===== src/rtl/credit_tx_pkg.sv =====
// Flit format shared by the credit transmit port and its users.
// The vc field is two bits wide, which covers up to four virtual channels.
package credit_tx_pkg;
  typedef struct packed {
    logic [1:0]  vc;
    logic [31:0] data;
  } flit_t;
endpackage


===== src/rtl/credit_tx_port.sv =====
// Credit-based transmit port: per-VC staging FIFOs, a round-robin arbiter over
// the VCs that hold both data and credit, and one registered flit per cycle.
module credit_tx_port
  import credit_tx_pkg::*;
#(
  parameter int NUM_VCS     = 2,
  parameter int DEPTH       = 8,
  parameter int QUEUE_DEPTH = 2
) (
  input  logic                                     clk,
  input  logic                                     n_rst,
  input  logic                                     in_valid,
  input  flit_t                                    in_flit,
  output logic                                     in_ready,
  output logic                                     data_ready_out,
  output flit_t                                    out,
  input  logic [NUM_VCS-1:0]                       credit_granted,
  output logic [NUM_VCS-1:0][$clog2(DEPTH+1)-1:0] credits,
  output logic                                     credit_error
);

  localparam int CW = $clog2(DEPTH + 1);
  localparam int QW = $clog2(QUEUE_DEPTH);

  // Pointers carry one extra wrap bit so full and empty can be told apart.
  logic [QW:0]        wr_ptr [NUM_VCS];
  logic [QW:0]        rd_ptr [NUM_VCS];
  flit_t              mem    [NUM_VCS][QUEUE_DEPTH];

  logic [NUM_VCS-1:0] full;
  logic [NUM_VCS-1:0] empty;
  logic [NUM_VCS-1:0] eligible;
  logic [NUM_VCS-1:0] push;
  logic [NUM_VCS-1:0] pop;
  logic               grant_valid;
  logic [1:0]         grant_vc;
  logic [1:0]         last_vc;
  flit_t              head;

  always_comb begin
    in_ready = 1'b0;
    for (int v = 0; v < NUM_VCS; v++) begin
      empty[v]    = (wr_ptr[v] == rd_ptr[v]);
      full[v]     = (wr_ptr[v][QW] != rd_ptr[v][QW]) &&
                    (wr_ptr[v][QW-1:0] == rd_ptr[v][QW-1:0]);
      eligible[v] = !empty[v] && (credits[v] != '0);
      if (int'(in_flit.vc) == v) in_ready = !full[v];
    end
  end

  // Search VCs above the last winner first, then wrap to VC0..last.
  always_comb begin
    grant_valid = 1'b0;
    grant_vc    = '0;
    for (int v = 0; v < NUM_VCS; v++) begin
      if (!grant_valid && eligible[v] && (v > int'(last_vc))) begin
        grant_valid = 1'b1;
        grant_vc    = 2'(v);
      end
    end
    for (int v = 0; v < NUM_VCS; v++) begin
      if (!grant_valid && eligible[v] && (v <= int'(last_vc))) begin
        grant_valid = 1'b1;
        grant_vc    = 2'(v);
      end
    end
  end

  always_comb begin
    head = '0;
    for (int v = 0; v < NUM_VCS; v++) begin
      push[v] = in_valid && in_ready && (int'(in_flit.vc) == v);
      pop[v]  = grant_valid && (int'(grant_vc) == v);
      if (pop[v]) head = mem[v][rd_ptr[v][QW-1:0]];
    end
    head.vc = grant_vc;
  end

  always_ff @(posedge clk) begin
    for (int v = 0; v < NUM_VCS; v++) begin
      if (push[v]) mem[v][wr_ptr[v][QW-1:0]] <= in_flit;
    end
  end

  always_ff @(posedge clk or negedge n_rst) begin
    if (!n_rst) begin
      for (int v = 0; v < NUM_VCS; v++) begin
        wr_ptr[v]  <= '0;
        rd_ptr[v]  <= '0;
        credits[v] <= CW'(DEPTH);
      end
      data_ready_out <= 1'b0;
      out            <= '0;
      credit_error   <= 1'b0;
      last_vc        <= 2'(NUM_VCS - 1);
    end else begin
      data_ready_out <= grant_valid;
      if (grant_valid) begin
        out     <= head;
        last_vc <= grant_vc;
      end
      for (int v = 0; v < NUM_VCS; v++) begin
        if (push[v]) wr_ptr[v] <= wr_ptr[v] + 1'b1;
        if (pop[v])  rd_ptr[v] <= rd_ptr[v] + 1'b1;
        // A return that coincides with a send on the same VC cancels out.
        if (credit_granted[v] && !pop[v]) begin
          if (credits[v] == CW'(DEPTH)) credit_error <= 1'b1;
          else                          credits[v]   <= credits[v] + 1'b1;
        end else if (pop[v] && !credit_granted[v]) begin
          credits[v] <= credits[v] - 1'b1;
        end
      end
    end
  end

endmodule

===== config.mk =====
export PLATFORM = sky130hd
export DESIGN_NAME = credit_tx_port
export DESIGN_NICKNAME = d
export VERILOG_FILES = /design/src/rtl/credit_tx_pkg.sv /design/src/rtl/credit_tx_port.sv
export SDC_FILE = /design/constraint.sdc
export NUM_CORES = 1
export LEC_CHECK = 0
export CORE_ASPECT_RATIO = 0.9
export CORE_UTILIZATION = 40
export DETAILED_ROUTE_END_ITERATION = 8
export GPL_TIMING_DRIVEN = 0
export HOLD_SLACK_MARGIN = 0.08
export SLEW_MARGIN = 15
export SYNTH_ARGS = -nofsm -noshare
export SYNTH_HDL_FRONTEND = slang
export SYNTH_SLANG_ARGS = --single-unit

===== constraint.sdc =====
create_clock -name clk -period 9.9 [get_ports clk]
set_input_delay 0.99 -clock clk [delete_from_list [all_inputs] [get_ports clk]]
set_output_delay 0.99 -clock clk [all_outputs]
set_load 0.01 [all_outputs]

## Word level (Yosys, flattened, before mapping)

Memory sizes are Yosys's and may differ from the RTL's.
Cells that the tools add are included.

| storage, ports and cells | value |
|---|---|
| bits in registers | 54 |
| latch bits | 0 |
| bits in writable memories | 136 |
| bits in read-only memories | 0 |
| output and inout port bits | 45 |
| word-level logic and storage cells | 119 |
| memories kept | 1 |

Memory list:

| memory | depth | bits a word | read ports | clocked after memory_dff | wr ports | line | RTL |
|---|---|---|---|---|---|---|---|
| mem | 2 | 68 | 2 | 0 | 1 | credit_tx_port.sv:28 | `flit_t mem [NUM_VCS][QUEUE_DEPTH];` |

| cells by class | value |
|---|---|
| $add $sub $neg | 8 |
| multipliers | 0 |
| divide/modulo/power cells | 0 |
| magnitude comparators | 8 |
| equal/unequal tests | 12 |
| shift-type cells | 0 |
| muxes and demuxes | 37 |
| bitwise logic cells | 4 |
| reduce and logical (&&, ||, !) cells | 38 |

Operator list:

| operator | count |
|---|---|
| two-way mux 68 bit | 4 |
| two-way mux 32 bit | 8 |
| demux 34 bit (select 1 bit) | 2 |
| two-way mux 34 bit | 2 |
| OR reduction 68 bit | 1 |
| two-way mux 4 bit | 6 |
| logical AND 1 bit | 19 |
| two-way mux 1 bit | 14 |
| zero test 1 bit | 10 |
| adder 2 x 1 -> 2 bit (second input constant) | 4 |
| adder 4 x 1 -> 4 bit (second input constant) | 2 |
| equality test 4 bit (second input constant) | 2 |
| greater-or-equal comparator 2 bit (second input constant) | 4 |
| NOT 1 -> 2 bit | 4 |
| nonzero test 4 bit | 2 |
| subtractor 4 x 1 -> 4 bit (second input constant) | 2 |
| equality test 2 bit | 2 |
| equality test 2 bit (second input constant) | 2 |
| zero test 2 bit | 2 |
| < comparator 2 x 1 -> 1 bit (second input constant) | 2 |
| inequality test 2 bit (second input constant) | 2 |
| AND reduction 2 bit | 2 |
| nonzero test 2 bit | 2 |
| equality test 1 bit | 2 |
| other kinds (4) | 5 |

## Depth between registers and ports, before layout

Gate-level depths: netlist of the first run.

| depth | value |
|---|---|
| depth in word-level cells | 19 |
| depth in mapped cells | 11 |
| mapped depth without buffers | 10 |

## Worst setup path after synthesis of the first run

OpenSTA, ideal clock, no wires.

| timing | value |
|---|---|
| kind | input -> register |
| from | input in_flit[32] in the netlist's numbering |
| to | memory mem[0][34] in the netlist's numbering, enable pin |
| library setup time | 0.425 ns |
| data arrival time | 2.951 ns |
| slack | 6.524 ns |
| stages | 2 |
| buffers on the path | 0 |
| cells stage by stage | nor4b_1 > nor2b_1 |

| between the ends | value |
|---|---|
| word-level cells in the longest chain between the ends | 9 |
| elaborated cells between the ends (all ways) | 14 |

Ends and longest elaborated chain:

| item | line | RTL |
|---|---|---|
| from (decl) | credit_tx_port.sv:13 | `input flit_t in_flit,` |
| zero test 2 bit | credit_tx_port.sv:47, credit_tx_port.sv:72 |  |
| two-way mux 1 bit (2 in a row) | credit_tx_port.sv:47 | `if (int'(in_flit.vc) == v) in_ready = !full[v];` |
| logical AND 1 bit (2 in a row) | credit_tx_port.sv:72 | `push[v] = in_valid && in_ready && (int'(in_flit.vc) == v);` |
| two-way mux 1 bit | credit_tx_port.sv:81 | `if (push[v]) mem[v][wr_ptr[v][QW-1:0]] <= in_flit;` |
| two-way mux 68 bit (not written as such) | credit_tx_port.sv:81 |  |
| OR reduction 68 bit (no source line) | - |  |
| two-way mux 1 bit (no source line) or two-way mux 68 bit (tied branches) | - |  |
| to (decl) | credit_tx_port.sv:28 |  |

Several ways; a longest one is shown, not always the timed one.

## Worst setup path after layout of the first run

| timing | value |
|---|---|
| from | input in_flit[32] in the netlist's numbering |
| to | output in_ready |

| between the ends | value |
|---|---|
| word-level cells in the longest chain between the ends | 3 |
| elaborated cells between the ends (all ways) | 4 |

Ends and longest elaborated chain:

| item | line | RTL |
|---|---|---|
| zero test 2 bit | credit_tx_port.sv:47 |  |
| two-way mux 1 bit | credit_tx_port.sv:47 |  |
| two-way mux 1 bit * | credit_tx_port.sv:47 |  |
| to (decl) | credit_tx_port.sv:14 | `output logic in_ready,` |

Mark *: on every way between the ends. The rest lies on a longest branch, timed or not.

==> results.cfg, run 1 <==
[power_and_ir_drop]
power_density_mw_per_mm2 = 368
vdd_drop_max_mv = 0.240
p_leak_uw = 0.00328

[floorplanning]
die_area_sq_mm = 0.0189
die_h_um = 130
initial_utilization_pct = 41.2
core.rowCount = 46
core_area_sq_mm = 0.0178
die_w_um = 145
io_pins = 84

[place]
hpwl_mm = 10.2
port_buffers = 81
gp_congestion = 0.795

[finish]
area_growth_pct = 25.0
nets = 641
post-route-util_pct = 51.5
antennaDiodeCount = 0
drive_gt1_share_pct = 16.2

[timing]
final-max-slew-violation-count = 0
slew_headroom_pct = 39.0
fin_setup_tns_ps = 0
period_minus_slack_ps = 3230
fin_crit_sh_pct = 32.6
finalHoldViolations = 0
worst_pin_slew_ps = 915
finalClockSkew_ps = 8.11
fmax_ghz = 0.309
setup_viol = 0
rsz0062_at_grt = false

[logic_synthesis]
ys_ff_latch = 180
synth-seq-area-share_pct = 70.2
syn-cell-area_sq_mm = 0.00734
synth_edf_count = 128
syn_inst = 493
ys_async_sr_fraction_pct = 28.9
synth_nets = 536
yosysWarningCount = 0
avgSynthCellArea_sq_um = 14.9
yosys_most_used_dff = edfxtp_1
synth_cell_type_count = 47

[drt]
wl_per_cell_um = 18.9
dr.pass1.iters = 4
vias_per_cell = 5.17
initialDrtViolationCount = 288
vias = 4399
ant_nets = 0
drcViolationCount = 0
wirelength_mm = 16.1

[clock_network]
max-clock-path-buffers = 2
htreeDepth = 4
clk_pin_slew_ps = 70
cts.root.buffer_cell = clkbuf_16
ctsResizeCount = 0
insertion_delay_ps = 420
clock_sinks = 180
cts_tree = yes
cts_setup_buffers = 0
cts_buffers = 17
holdBufCountCts = 0

[grt]
antenna_found_initial = 0
grt-ovfl-total = 0
grt_usage_pct = 18.3
grt_pass1_wl_mm = 24.8
first_global_vias = 4425
grt_max_degree = 53

[critical_path]
crit_chain = clkdlybuf4s50_1 -> nor2_1 -> a21oi_1 -> nor2_1 -> clkdlybuf4s50_1
cp_max_fo = 4
required_ps = 8910
crit_arrival_ps = 2240
cp-end-kind = primary output
slowest_stage = clkdlybuf4s50_1
crit_buf_inv = 2
critPathMaxStageDelay_ps = 540
crit_path_start_kind = input pin
crit_family = buffers and inverters
path_class = in2out

[worst_hold_path]
hold_class = reg2reg

[job]
drv_cap = 0

[outcome]
status = complete, no violations
-- power breakdown --
| group | internal [uW] | switching, uW | total [uW] |
|---|---|---|---|
| combinational | 703 | 918 | 1620 |
| sequential | 993 | 105 | 1100 |
| clock | 376 | 283 | 659 |
| total | 2070 | 1310 | 3380 |
-- per-stage QoR --
| stage | power, uW | setup slack, ps | std cells | hold slack (ps) | area [sq um] |
|---|---|---|---|---|---|
| after global placement | 2680 | 4580 | 814 | 477 | 8450 |
| after detailed placement | 2740 | 6660 | 819 | 482 | 8580 |
| after CTS | 3410 | 6660 | 851 | 496 | 9170 |
| after global routing | 3590 | 6600 | 851 | 520 | 9170 |
| after floorplan | 2170 | 6520 | 493 | 460 | 7340 |
| final | 3380 | 6670 | 851 | 494 | 9170 |
-- cell usage in the layout, fill, tap and decap left out, types with 4 or more instances in the layout --
cell	instances
xor2_1	8
ha_1	4
a21oi_1	34
xnor2_1	11
buf_4	5
o21ai_0	25
clkbuf_16	17
edfxtp_1	128
o22ai_1	32
nor2_1	7
nand2_1	40
mux2i_1	35
nor3_1	7
o21ai_1	9
clkbuf_1	18
dfrtp_1	49
buf_6	4
mux2_2	33
inv_6	4
clkdlybuf4s50_1	80
clkinvlp_4	5
-- worst paths after layout --
path                       slack, ps  cells after the start    startpoint           end
setup / recovery                6670                      5   in_flit[32]      in_ready
hold / removal                   490                      2  credit_error  credit_error
setup reg to reg                7190                     10    credits[5]    credits[6]
min in group asynchronous        630                      1         n_rst       out[26]
hold reg to reg                  490                      2  credit_error  credit_error
max in group asynchronous       8770                      1         n_rst        out[3]
-- worst register-to-register path, cell delays in order (launching register included) --
cell and delay (ps):
dfrtp_1 480, or4_4 610, o21ai_4 150, a21o_2 210, nand2_1 110, xor2_1 170, ha_1 210, nor2_1 120
xor2_1 150, nor2_1 50, a221o_1 340
-- cell type report --
type | count | area, sq um
Tap cell | 240 | 300
Inverter | 3 | 11.3
Fill cell | 1492 | 8620
Buffer | 28 | 153
Sequential cell | 180 | 5150
Timing Repair Buffer | 86 | 923
Clock buffer | 19 | 433
Multi-Input combinational cell | 282 | 2050
Clock inverter | 13 | 150
-- synth_stat cells (2+ instances only) --
cell type  instances  area [sq um]
a21oi_1           34           170
a31oi_1            3          18.8
buf_1              2          7.51
buf_2              2          10.0
buf_4              4          30.0
buf_6              4          45.0
clkbuf_1          16          60.1
dfrtp_1           49          1230
dfstp_2            3          78.8
edfxtp_1         128          3840
ha_1               4          50.1
inv_1              2          7.51
mux2_2            33           372
mux2i_1           35           350
nand2_1           40           150
nand2b_1           2          12.5
nor2_1             9          33.8
nor2b_1            3          18.8
nor3_1             7          35.0
nor4_1             2          12.5
nor4b_1            2          17.5
o21a_1             3          22.5
o21ai_0           25           125
o21ai_1            9          45.0
o21ai_4            2          32.5
o22ai_1           32           200
xnor2_1           11          96.3
xor2_1             8          70.1
-- per-layer routing --
metal  wire (um)  up-vias  global-route usage (%)  share of wire, %
met5           0        -                       0                 0
met4          82        0                    4.52              0.51
met3         766        6                    4.81               4.8
met2        8050      116                    31.3                50
met1        7210     2209                    23.3                45
li1            -     2068                       -                 -
-- cell families (layout without fill, tap and decap cells) --
| family | count (synthesis) | in the layout | share of synthesized area [%] |
|---|---|---|---|
| AND/OR/NAND/NOR | 70 | 70 | 4.35 |
| flip-flops | 180 | 180 | 70.2 |
| other | 1 | 1 | 0.0511 |
| AO/OA/AOI/OAI | 117 | 117 | 9.74 |
| adder cells (fa/ha/maj) | 4 | 4 | 0.682 |
| buffers and inverters | 31 | 149 | 2.23 |
| multiplexers | 69 | 69 | 10.0 |
| XOR/XNOR | 21 | 21 | 2.71 |
-- registers in the layout (all words and copies together) (netlist names) --
register and flops:
data_ready_out 1, credit_error 1, credits 8, wr_ptr 4, mem 128, rd_ptr 4, out 33, last_vc 1
Note: power is estimated with default switching activity, not from simulation.
==> inputs of run 2 (changes only) <==
==> constraint.sdc (replaced) <==
create_clock -name clk -period 3.31 [get_ports clk]
set_input_delay 0.331 -clock clk [delete_from_list [all_inputs] [get_ports clk]]
set_output_delay 0.331 -clock clk [all_outputs]
set_load 0.01 [all_outputs]
==> run 2 against run 1 <==
Against the previous run:
- critical path depth grew 5
- final cell count grew 0.12%
- flip-flop and latch count is the same
- sequential share of layout area shrank 0.061 points
- critical path type is now reg2reg
- largest cell class unchanged
- largest power group unchanged
- highest routed layer unchanged
==> results.cfg, run 2 (synthesis results as in run 1) <==
[grt]
grt_usage_pct = 18.3
grt_use_met3_pct = 4.81
grtUsageMet2_pct = 31.3
grt_max_degree = 53
antenna_found_initial = 0
grt_pass1_wl_mm = 24.8
use_met1_pct = 23.3
grt-ovfl-total = 0
busiest_layer = met2
first_global_vias = 4425

[floorplanning]
die_h_um = 130
initial_utilization_pct = 41.2
io_pins = 84
core.rowCount = 46
core_area_sq_mm = 0.0178
die_area_sq_mm = 0.0189
die_w_um = 145

[finish]
nets = 642
largest_register_ffs = 128
final_common_cell = edfxtp_1
mostFrequentLayoutCells = 128 x edfxtp_1, 80 x clkdlybuf4s50_1, 49 x dfrtp_1
area_growth_pct = 25.1
nFillCells = 1491
drive_gt1_share_pct = 16.2
antennaDiodeCount = 0

[job]
drv_cap = 0

[clock_network]
htreeDepth = 4
cts.root.buffer_cell = clkbuf_16
cts_setup_buffers = 0
cts_buffers = 17
cts_tree = yes
insertion_delay_ps = 420
max-clock-path-buffers = 2
clk_pin_slew_ps = 70
clock_sinks = 180

[place]
hpwl_mm = 10.2
pre_cts_slack_ps = 608
port_buffers = 81
gp_congestion = 0.795

[timing]
finalHoldViolations = 0
setup_viol = 0
slew_headroom_pct = 39.0
finalClockSkew_ps = 8.28
fmax_ghz = 0.370
fin_setup_tns_ps = 0
whs_ps = 164
worst_pin_slew_ps = 915
period_minus_slack_ps = 2700
final-max-slew-violation-count = 0
rsz0062_at_grt = false
fin_crit_sh_pct = 81.7
worst_slack_ps = 607

[drt]
initialDrtViolationCount = 293
dr.pass1.iters = 4
vias_per_cell = 5.16
drcViolationCount = 0
ant_nets = 0
wl_per_cell_um = 18.9
wirelength_mm = 16.1
vias = 4400

[critical_path]
path_class = reg2reg
required_ps = 3610
worstSetupStartpoint = credits[5]
cp-end-kind = flip-flop
crit_arrival_ps = 3010
rr_startpoint = credits[5]
crit_path_start_kind = flip-flop
cp_max_fo = 8

[worst_hold_path]
hold_class = in2reg
hp-start = credit_granted[0]

[outcome]
status = complete, no violations

[power_and_ir_drop]
p_leak_uw = 0.00328
power_density_mw_per_mm2 = 1100
vdd_drop_max_mv = 0.718
-- run 2: cell count changes in the layout (fill, tap and decap cells not counted), sizes merged --
cell,change
dlygate4sd3,+1
-- run 2: routing by layer --
metal,vias up,wire length (um),part of all wire (%)
li1,2069,-,-
met1,2197,7090,44
met2,128,8040,50
met3,6,846,5.3
met4,0,82,0.51
met5,-,0,0
-- run 2: worst max-delay path: stages, from the launching register on --
cell and delay [ps]:
dfrtp_1 470, or4_4 610, o21ai_4 150, a21o_2 210, nand2_1 110, xor2_1 170, ha_1 210, nor2_1 110
xor2_1 150, nor2_1 50, a221o_1 340
-- run 2: power breakdown --
part           switching, uW  total [uW]  internal (uW)
Combinational           2740        4840           2100
Sequential               313        3280           2970
Clock                    845        1970           1120
Total                   3900       10100           6200
-- run 2: path summary, 6_finish.rpt --
path	endpoint	slack [ps]	cells after the start
setup / recovery	credits[6]	610	10
setup reg to reg	credits[6]	610	10
hold reg to reg	credit_error	490	2
min in group asynchronous	out[26]	520	2
max in group asynchronous	out[3]	2290	2
hold / removal	credits[2]	160	2
-- run 2: cell type report --
class / count / area [sq um] / share of cell area (%)
flip-flops and latches: 180 / 5150 / 56.1
multi-input cells: 282 / 2050 / 22.3
repair buffers: 87 / 933 / 10.2
clock buffers: 19 / 433 / 4.72
well taps: 240 / 300 / 3.27
plain buffers: 28 / 153 / 1.66
clock inverters: 13 / 150 / 1.64
inverters: 3 / 11.3 / 0.123
-- run 2: per-stage QoR --
stage	cells	utilization (%)	instance area, sq um	power (uW)
6_report	852	51.6	9180	10100
5_1_grt	852	51.6	9180	10800
4_1_cts	852	51.6	9180	10200
3_5_place_dp	819	48.3	8580	8200
3_3_place_gp	814	47.5	8450	8030
2_1_floorplan	493	-	7340	6480
-- run 2: timing repair --
item / 4_1_cts / 5_1_grt
hold buffers: 1 / 0
gates resized for setup: 0 / 0
hold endpoints to repair: 49 / 0
==> inputs of run 3 (changes only) <==
==> constraint.sdc (replaced) <==
create_clock -name clk -period 2.49 [get_ports clk]
set_input_delay 0.249 -clock clk [delete_from_list [all_inputs] [get_ports clk]]
set_output_delay 0.249 -clock clk [all_outputs]
set_load 0.01 [all_outputs]
==> run 3 against run 2 <==
Against the previous run:
- combinational power rose by 43%
- final area rose by 2.8%
- worst setup slack got worse by 560 ps
- via count rose by 4.2%
- sequential power rose by 35%
- global-route usage rose by 0.17 points
- core utilization rose by 1.4 points
- critical path type unchanged
- largest cell class unchanged
==> results.cfg, run 3 (synthesis results as in run 1) <==
[critical_path]
crit_arrival_ps = 2760
crit_chain = or4_4 -> o21ai_4 -> a21o_4 -> nand2_1 -> xor2_1 -> ha_2 -> nor2_2 -> xor2_1 -> nor2_1 -> a221o_1
slowest_stage = or4_4
required_ps = 2810
timing.rr.end = credits[6]
crit_buf_inv = 0
cp-end-kind = flip-flop
path_class = reg2reg
crit_family = simple AND/OR/NAND/NOR gates
cp_common_cell = xor2_1
rr_worst_depth = 10
rr_startpoint = credits[5]
r2r_slack_ps = 50
cp_max_fo = 4
critPathMaxStageDelay_ps = 570
crit_path_start_kind = flip-flop

[clock_network]
clock_sinks = 180
cts_buffers = 17
htreeDepth = 4
max-clock-path-buffers = 2
insertion_delay_ps = 440
clk_pin_slew_ps = 70
cts_tree = yes
cts.root.buffer_cell = clkbuf_16

[finish]
largest_register_ffs = 128
nets = 655
mostFrequentLayoutCells = 128 x edfxtp_1, 80 x clkdlybuf4s50_1, 45 x dfrtp_1
antennaDiodeCount = 0
area_growth_pct = 28.6
drive_gt1_share_pct = 20.3
final_area_sq_mm = 0.00943
nFillCells = 1466
final_common_cell = edfxtp_1

[timing]
fmax_ghz = 0.409
final-max-slew-violation-count = 0
finalClockSkew_ps = 11.8
fin_crit_sh_pct = 98.1
fin_setup_tns_ps = 0
worst_slack_ps = 47.8
finalHoldViolations = 0
slew_headroom_pct = 39.8
setup_viol = 0
period_minus_slack_ps = 2440
worst_pin_slew_ps = 903
rsz0062_at_grt = true

[power_and_ir_drop]
p_leak_uw = 0.00339
vdd_drop_max_mv = 0.867
power_density_mw_per_mm2 = 1490

[drt]
wirelength_mm = 16.8
dr.pass1.iters = 4
vias_per_cell = 5.30
wl_per_cell_um = 19.4
drcViolationCount = 0
initialDrtViolationCount = 242
vias = 4583
ant_nets = 0

[place]
pre_cts_slack_ps = -287
place_area_sq_mm = 0.00854
gp_congestion = 0.750
hpwl_mm = 9.91
port_buffers = 81

[grt]
antenna_found_initial = 0
first_global_vias = 4585
grt_usage_pct = 18.5
grt-ovfl-total = 0
grt_max_degree = 53
grt_pass1_wl_mm = 24.9

[floorplanning]
core.rowCount = 46
core_area_sq_mm = 0.0178
die_area_sq_mm = 0.0189
die_w_um = 145
initial_utilization_pct = 41.2
die_h_um = 130
io_pins = 84

[job]
drv_cap = 0

[outcome]
status = complete, no violations

[worst_hold_path]
hold_class = in2async
-- run 3: cell types whose count changed in the layout (fill, tap and decap cells not counted), moves of 2 or more --
cell        before  now
dfrtp_2          0    4
clkbuf_8         0    2
clkbuf_1        18   16
clkinvlp_4       5    1
dfrtp_1         49   45
nor4_1           2    0
ha_1             4    2
buf_12           3    5
buf_4            5   14
-- run 3: worst max path at each step --
stage,from,endpoint,cells after the start
after CTS,rd_ptr[0],mem[0][74],6
after global placement,n_rst,credits[5],1
after floorplan,rd_ptr[2],mem[0][0],5
after global routing,credits[5],credits[6],10
final,credits[5],credits[6],10
after detailed placement,rd_ptr[2],mem[0][50],5
-- run 3: worst register-to-register path, cell delays in order (launching register included) --
cell     delay, ps
dfrtp_2        420
or4_4          580
o21ai_4        120
a21o_4         120
nand2_1         80
xor2_1         170
ha_2           190
nor2_2         110
xor2_1         150
nor2_1          50
a221o_1        340
-- run 3: what timing repair did --
item                       CTS  global route
gates resized for setup     13            10
buffers inserted             6             7
hold endpoints to repair    50             0
pin swaps                    2             3
gates cloned                 1             1
hold buffers                 2             0
setup endpoints to repair   50            75
-- run 3: cell type report --
type / instances / area [sq um] / share of cell area [%]
Sequential cell: 180 / 5150 / 54.6
Multi-Input combinational cell: 284 / 2190 / 23.2
Timing Repair Buffer: 99 / 1030 / 10.9
Clock buffer: 20 / 457 / 4.84
Tap cell: 240 / 300 / 3.18
Buffer: 27 / 153 / 1.62
Clock inverter: 12 / 140 / 1.49
Inverter: 3 / 11.3 / 0.119
-- run 3: through the flow --
step / hold slack [ps] / util [%] / cells / total power (uW)
after floorplan: -46.6 / - / 493 / 8620
after global placement: 474 / 47.6 / 814 / 10600
after detailed placement: 368 / 48.0 / 817 / 10900
after CTS: 428 / 52.2 / 857 / 13900
after global routing: 428 / 53.0 / 865 / 14900
final: 424 / 53.0 / 865 / 14100
-- run 3: where the power goes --
part | switching, uW | internal (uW) | total (uW)
clock | 1150 | 1550 | 2710
combinational | 3820 | 3110 | 6920
sequential | 468 | 3950 | 4420
total | 5440 | 8610 | 14100
-- run 3: routing by layer --
layer	global-route usage [%]	wire length, um
met5	0	0
met4	8.98	334
met3	3.90	888
met2	31.4	8520
met1	22.6	7030
